**config.mk**
```make
export PLATFORM = sky130hd
export DESIGN_NAME = fetch_prefetch_unit
export DESIGN_NICKNAME = d
export VERILOG_FILES = /design/src/rtl/fetch_prefetch_unit.sv
export SDC_FILE = /design/constraint.sdc
export NUM_CORES = 1
export LEC_CHECK = 0
export BUFFER_PORTS_ARGS = -buffer_cell sky130_fd_sc_hd__clkbuf_2
export CORE_ASPECT_RATIO = 0.8
export CORE_MARGIN = 2
export CORE_UTILIZATION = 45
export CTS_BUF_LIST = sky130_fd_sc_hd__clkbuf_16
export CTS_CLUSTER_DIAMETER = 40
export DETAILED_ROUTE_END_ITERATION = 10
export PLACE_DENSITY = 0.64
export SLEW_MARGIN = 20
export SYNTH_ARGS = -nofsm -noshare
export SYNTH_HDL_FRONTEND = slang
export SYNTH_SLANG_ARGS = --single-unit
```
**constraint.sdc**
```tcl
create_clock -name clk -period 4.8 [get_ports clk]
set_input_delay 0.96 -clock clk [delete_from_list [all_inputs] [get_ports clk]]
set_output_delay 0.96 -clock clk [all_outputs]
set_load 0.01 [all_outputs]
```
**src/rtl/fetch_prefetch_unit.sv**
```systemverilog
// fetch_prefetch_unit: sequential instruction fetch over req/gnt/rvalid with a
// DEPTH-entry prefetch FIFO presenting {pc, instr} to decode.
module fetch_prefetch_unit #(
    parameter int ADDR_W  = 16,
    parameter int INSTR_W = 16,
    parameter int DEPTH   = 4
) (
    input  logic               clk,
    input  logic               rst_n,
    input  logic               halt,
    input  logic               redirect_valid,
    input  logic [ADDR_W-1:0]  redirect_pc,
    output logic               im_req,
    output logic [ADDR_W-1:0]  im_addr,
    input  logic               im_gnt,
    input  logic               im_rvalid,
    input  logic [INSTR_W-1:0] im_rdata,
    output logic               id_valid,
    output logic [INSTR_W-1:0] id_instr,
    output logic [ADDR_W-1:0]  id_pc,
    input  logic               id_ready
);
    localparam int PW = $clog2(DEPTH);

    logic [ADDR_W-1:0]  fetch_pc, req_pc;
    logic               outstanding, drop;
    logic [PW:0]        count;
    logic [PW-1:0]      rd_ptr, wr_ptr;
    logic [ADDR_W-1:0]  pc_mem [DEPTH];
    logic [INSTR_W-1:0] instr_mem [DEPTH];
    logic               grant, push, pop;

    // Issuing only while nothing is outstanding and count < DEPTH keeps a slot for the response.
    assign im_req   = rst_n & ~outstanding & ~halt & ~redirect_valid & (count < (PW+1)'(DEPTH));
    assign im_addr  = fetch_pc;
    assign grant    = im_req & im_gnt;
    assign push     = im_rvalid & outstanding & ~drop & ~redirect_valid;
    assign pop      = id_valid & id_ready & ~redirect_valid;
    assign id_valid = count != '0;
    assign id_pc    = pc_mem[rd_ptr];
    assign id_instr = instr_mem[rd_ptr];

    always_ff @(posedge clk) begin
        if (!rst_n) begin
            fetch_pc    <= '0;
            req_pc      <= '0;
            outstanding <= 1'b0;
            drop        <= 1'b0;
            count       <= '0;
            rd_ptr      <= '0;
            wr_ptr      <= '0;
            for (int i = 0; i < DEPTH; i++) begin
                pc_mem[i]    <= '0;
                instr_mem[i] <= '0;
            end
        end else begin
            if (grant) begin
                req_pc      <= fetch_pc;
                outstanding <= 1'b1;
            end
            if (im_rvalid & outstanding) begin
                outstanding <= 1'b0;
                drop        <= 1'b0;
            end else if (redirect_valid & outstanding) begin
                drop <= 1'b1;
            end
            fetch_pc <= redirect_valid ? redirect_pc : grant ? fetch_pc + 1'b1 : fetch_pc;
            if (redirect_valid) begin
                count  <= '0;
                rd_ptr <= '0;
                wr_ptr <= '0;
            end else begin
                if (push) begin
                    pc_mem[wr_ptr]    <= req_pc;
                    instr_mem[wr_ptr] <= im_rdata;
                    wr_ptr            <= wr_ptr + 1'b1;
                end
                if (pop) rd_ptr <= rd_ptr + 1'b1;
                count <= count + (PW+1)'(push) - (PW+1)'(pop);
            end
        end
    end
endmodule
```
==> flow_summary.toml, run 1 <==
[clock_tree]
clk_latency_ns = 0.42
cts_tree = "yes"
cts.sinks = 171
numCtsBuffers = 17
cts-root-buf = "clkbuf_16"
postCtsSetupRepairBufs = 0
cts-hold-fix-buffers = 0
cts.clk_slew.worst_paths_ns = 0.06
ctsResizeCount = 0
clockBufferDepth = 2
htreeDepth = 4

[synthesis]
synth_area_leaders = "edfxtp_1 (52%), dfxtp_1 (12%), mux4_2 (9.7%)"
synthFlopType = "edfxtp_1"
synth-seq-cells = 171
synth_cell_types = 41
async_reset_ff_share_pct = 0
synth-edff-count = 128
synth_common_cells = "edfxtp_1 (128), and2_1 (102), dfxtp_1 (43), nand2_1 (43), and3_1 (34)"
ys.warnings.count = 0
synthCells = 541
syn_area_per_cell_sq_um = 13.8
synth_largest_area_cell = "edfxtp_1"
netlist_area_sq_um = 7440
seq_area_frac_synth_pct = 63.2
synthesis.nets = 584
synth.most_common_cell = "edfxtp_1"
synth_top_area_share_pct = 51.6

[critical_path]
crit_start = "redirect_valid"
cp.arrival_ns = 2.46
path_class = "in2out"
worst_ep_required_time_ns = 3.84
worstSetupEndpointType = "primary output"
r2r_start = "outstanding$_SDFFE_PP0P_"
worstPathMaxFanout = 28
startpoint_type = "input port"

[cells_and_area]
fin_nets = 667
finalInstanceArea_sq_um = 8710
drive_above_1_share_pct = 27.2
syn_to_final_growth_pct = 17.0
fin_cells = 857
fin_util_pct = 53.3
nFillCells = 1372
antenna_cells = 0

[power_and_ir_drop]
comb_power_share_pct = 4.5
p_leak_nw = 3.35
power_mw = 3.14
power_density_nw_per_um2 = 361
peakVddDrop_v = 0.000244
power_frac_clock_pct = 42.7
p_sw_mw = 0.720
swShare_pct = 22.9
seq_power_share_pct = 52.8
intPower_mw = 2.42

[worst_hold_path]
hp-start = "drop$_SDFFE_PP0P_"
worstHoldPathType = "reg2reg"

[global_route]
antenna_found_initial = 0
grt_max_degree = 49
overflow = 0
grt_pass1_wl_microns = 24800
grtUsageTotal_pct = 18.5
grt_pass1_vias = 4588

[drt]
wl_microns = 15300
route.detailed.drc = 0
first_pass_iters = 5
routedWlPerCell_microns = 17.9
ant_nets = 0
avgViaCountPerCell = 5.23
via_count = 4482
dr.first_iter.drc_count = 246

[sta]
hold_ws_ns = 0.481
slew_headroom_pct = 47.7
fin_ws_ns = 1.38
worst_slew_pin_slew_ns = 0.785
drv_slew = 0
setup_viol = 0
hold_viol_final = 0
skew_ns = 0.0117
period_share_pct = 71.1
tns_ns = 0
rsz0062_at_grt = "no"
clock.fmax_mhz = 293
fin_crit_ns = 3.42

[floorplan]
dieArea_sq_um = 17600
rows = 42
fp.dieH_microns = 119
initial_utilization_pct = 45.5
io_pins = 89
fp.coreArea_sq_um = 16300
die_w_microns = 148

[outcome]
status = "finished, final reports clean"

[placed_design]
hpwl_microns = 9670
post-place-ws_ns = 1.16
placed_area_sq_um = 8130
placedCellCount = 825
port_buffers = 88
globalplace.congestion = 0.819

[run]
drv_cap = 0
routing by layer:
| metal | wire [microns] | global-route usage, % |
|---|---|---|
| met2 | 7220 | 29.2 |
| met1 | 7060 | 26.1 |
| met4 | 136 | 4.99 |
| met5 | 0 | 0 |
| met3 | 892 | 4.33 |
worst max-delay path, cell delays in order:
cell      delay (ns)
clkbuf_2        0.20
clkinv_1        0.57
nand2_1         0.49
nor4_1          0.09
clkbuf_2        0.14
registers in the layout, summed over array words and instances, names as in the netlist, named ones only:
name and cells:
wr_ptr 2, req_pc 16, count 3, instr_mem 64
drop 1, rd_ptr 2, outstanding 1, im_addr 16
pc_mem 64
area by class of cell:
cell class	instances	area, sq um	area share, %
tap	220	275	3.16
inverter	7	26.3	0.302
clock inverter	15	154	1.77
clock buffer	17	425	4.88
timing repair buffer	99	523	6.00
sequential	171	4710	54.0
multi-input combinational	328	2600	29.9
power groups by stage:
stage / logic [mW] / registers [mW] / clock network (mW)
after floorplan: 0.0752 / 1.69 / 0
after global placement: 0.143 / 1.69 / 0
after detailed placement: 0.145 / 1.69 / 0
after CTS: 0.145 / 1.66 / 1.36
after global routing: 0.158 / 1.66 / 1.42
final: 0.142 / 1.66 / 1.34
worst paths after layout:
path / endpoint / slack, ns / depth (start not counted)
worst max-delay path: im_req / 1.38 / 5
worst min-delay path: drop$_SDFFE_PP0P_ / 0.48 / 2
worst max register to register: count[2]$_SDFF_PP0_ / 1.88 / 9
worst min register to register: drop$_SDFFE_PP0P_ / 0.48 / 2
kinds of logic after synthesis:
group	count (synthesis)	share of synthesized area [%]
compound gates	58	4.74
fa+ha+maj	4	0.773
xor+xnor	13	1.53
flops	171	63.2
buf+inv	42	2.37
simple gates	220	17.6
mux	33	9.82
layout by cell type, fill, tap and decap left out, types with 4 or more instances in the layout:
cell type,instances
edfxtp_1,128
and2_1,102
clkbuf_2,88
nand2_1,43
dfxtp_1,42
and3_1,34
mux4_2,32
o21ai_0,22
a21boi_0,17
clkbuf_16,17
buf_4,11
or3_1,8
xnor2_1,8
a31oi_1,8
nor2_1,7
inv_1,6
nand3_1,6
a21oi_1,6
xor2_1,5
inv_6,4
inv_8,4
Note: power is estimated with default switching activity, not from simulation.
==> run 2: changes to the inputs <==
- clock period: 4.8 -> 3.6 ns (I/O delays scaled with it)
==> run 2 against run 1 <==
Effect of this change: sequential cell count is the same; critical endpoint is now id_instr[13]; non-clock buffer count grew 4; hold slack gained 0.022 ns; critical path depth shrank 2; first-iteration DRC count grew 34%; die area is the same; critical path type is now reg2out; largest cell class unchanged; count of clock-buffer cells in the layout is the same; via count grew 3.1%; global-route usage grew 0.52 points.
==> flow_summary.toml, run 2 (synthesis gave the netlist of run 1 again) <==
[outcome]
status = "finished, final reports clean"

[global_route]
grt_pass1_vias = 4741
grtUsageTotal_pct = 19.0
grtUsageMet1_pct = 27.0
grt_util_met2_pct = 29.2
busiest_layer = "met2"
use_met3_pct = 4.71
grt_max_degree = 37
overflow = 0
grt_pass1_wl_microns = 25300
antenna_found_initial = 0

[sta]
skew_ns = 0.00658
drv_slew = 0
clock.fmax_mhz = 356
fin_crit_ns = 2.81
worst_slew_pin_slew_ns = 0.732
setup_viol = 0
rsz0062_at_grt = "no"
tns_ns = 0
slew_headroom_pct = 51.0
period_share_pct = 78.0
fin_ws_ns = 0.793
hold_viol_final = 0

[power_and_ir_drop]
p_leak_nw = 3.41
peakVddDrop_v = 0.000296
power_mw = 4.43
power_density_nw_per_um2 = 500

[clock_tree]
clk_latency_ns = 0.43
cts-root-buf = "clkbuf_16"
cts.sinks = 171
ctsResizeCount = 0
htreeDepth = 4
postCtsSetupRepairBufs = 0
cts_tree = "yes"
numCtsBuffers = 17
cts-hold-fix-buffers = 0
clockBufferDepth = 2
cts.clk_slew.worst_paths_ns = 0.06

[drt]
route.detailed.drc = 0
routedWlPerCell_microns = 18.1
first_pass_iters = 4
via_count = 4622
wl_microns = 15600
dr.first_iter.drc_count = 329
ant_nets = 0
avgViaCountPerCell = 5.37

[floorplan]
initial_utilization_pct = 45.5
die_w_microns = 148
io_pins = 89
rows = 42
dieArea_sq_um = 17600
fp.dieH_microns = 119
fp.coreArea_sq_um = 16300

[critical_path]
path_class = "reg2out"
worstSetupEndpointType = "primary output"
worst_ep_required_time_ns = 2.88
startpoint_type = "flop"
worstPathMaxFanout = 14
cp.arrival_ns = 2.09

[placed_design]
port_buffers = 88
post-place-ws_ns = 0.781
placed_area_sq_um = 8200
globalplace.congestion = 0.809
hpwl_microns = 10100

[cells_and_area]
fin_util_pct = 54.2
top_regs = "instr_mem x64, pc_mem x64"
syn_to_final_growth_pct = 19.0
final_cell_mix = "edfxtp_1 (128), and2_1 (102), clkbuf_2 (88), nand2_1 (43), dfxtp_1 (42)"
finalInstanceArea_sq_um = 8850
antenna_cells = 0
drive_above_1_share_pct = 27.0
fin_nets = 671
final_common_cell = "edfxtp_1"

[worst_hold_path]
worstHoldPathType = "reg2reg"

[run]
drv_cap = 0
-- run 2: final timing paths --
path	startpoint	endpoint	slack [ns]	cells after the start
setup / recovery	flop	id_instr[13]	0.79	3
hold / removal	drop$_SDFFE_PP0P_	drop$_SDFFE_PP0P_	0.50	2
setup reg to reg	count[2]$_SDFF_PP0_	count[2]$_SDFF_PP0_	1.25	9
hold reg to reg	drop$_SDFFE_PP0P_	drop$_SDFFE_PP0P_	0.50	2
-- run 2: power breakdown --
group / total (mW) / switching (mW) / internal (mW)
combinational: 0.195 / 0.117 / 0.0781
sequential: 2.21 / 0.0373 / 2.18
clock: 2.02 / 0.730 / 1.29
total: 4.43 / 0.884 / 3.54
-- run 2: layout make-up --
class                      instances  area, sq um
fill                            1382         7490
clock buffer                      17          425
tap                              220          275
sequential                       171         4710
inverter                           7         26.3
clock inverter                    15          230
multi-input combinational        328         2610
timing repair buffer             103          578
-- run 2: layer usage --
metal | share of wire, % | wire length (microns)
met4 | 1.4 | 214
met1 | 46 | 7210
met2 | 46 | 7120
met5 | 0 | 0
met3 | 6.6 | 1030
-- run 2: critical path, cell delays in order (launching register included) --
cell	delay, ns
dfxtp_2	0.58
buf_4	0.37
mux4_2	0.57
clkbuf_2	0.15
-- run 2: metrics by stage --
step                std cells  hold slack [ns]
finish                    861            0.503
global route              861            0.530
CTS                       861            0.507
detailed placement        829            0.497
global placement          829            0.457
floorplan                 541            0.444
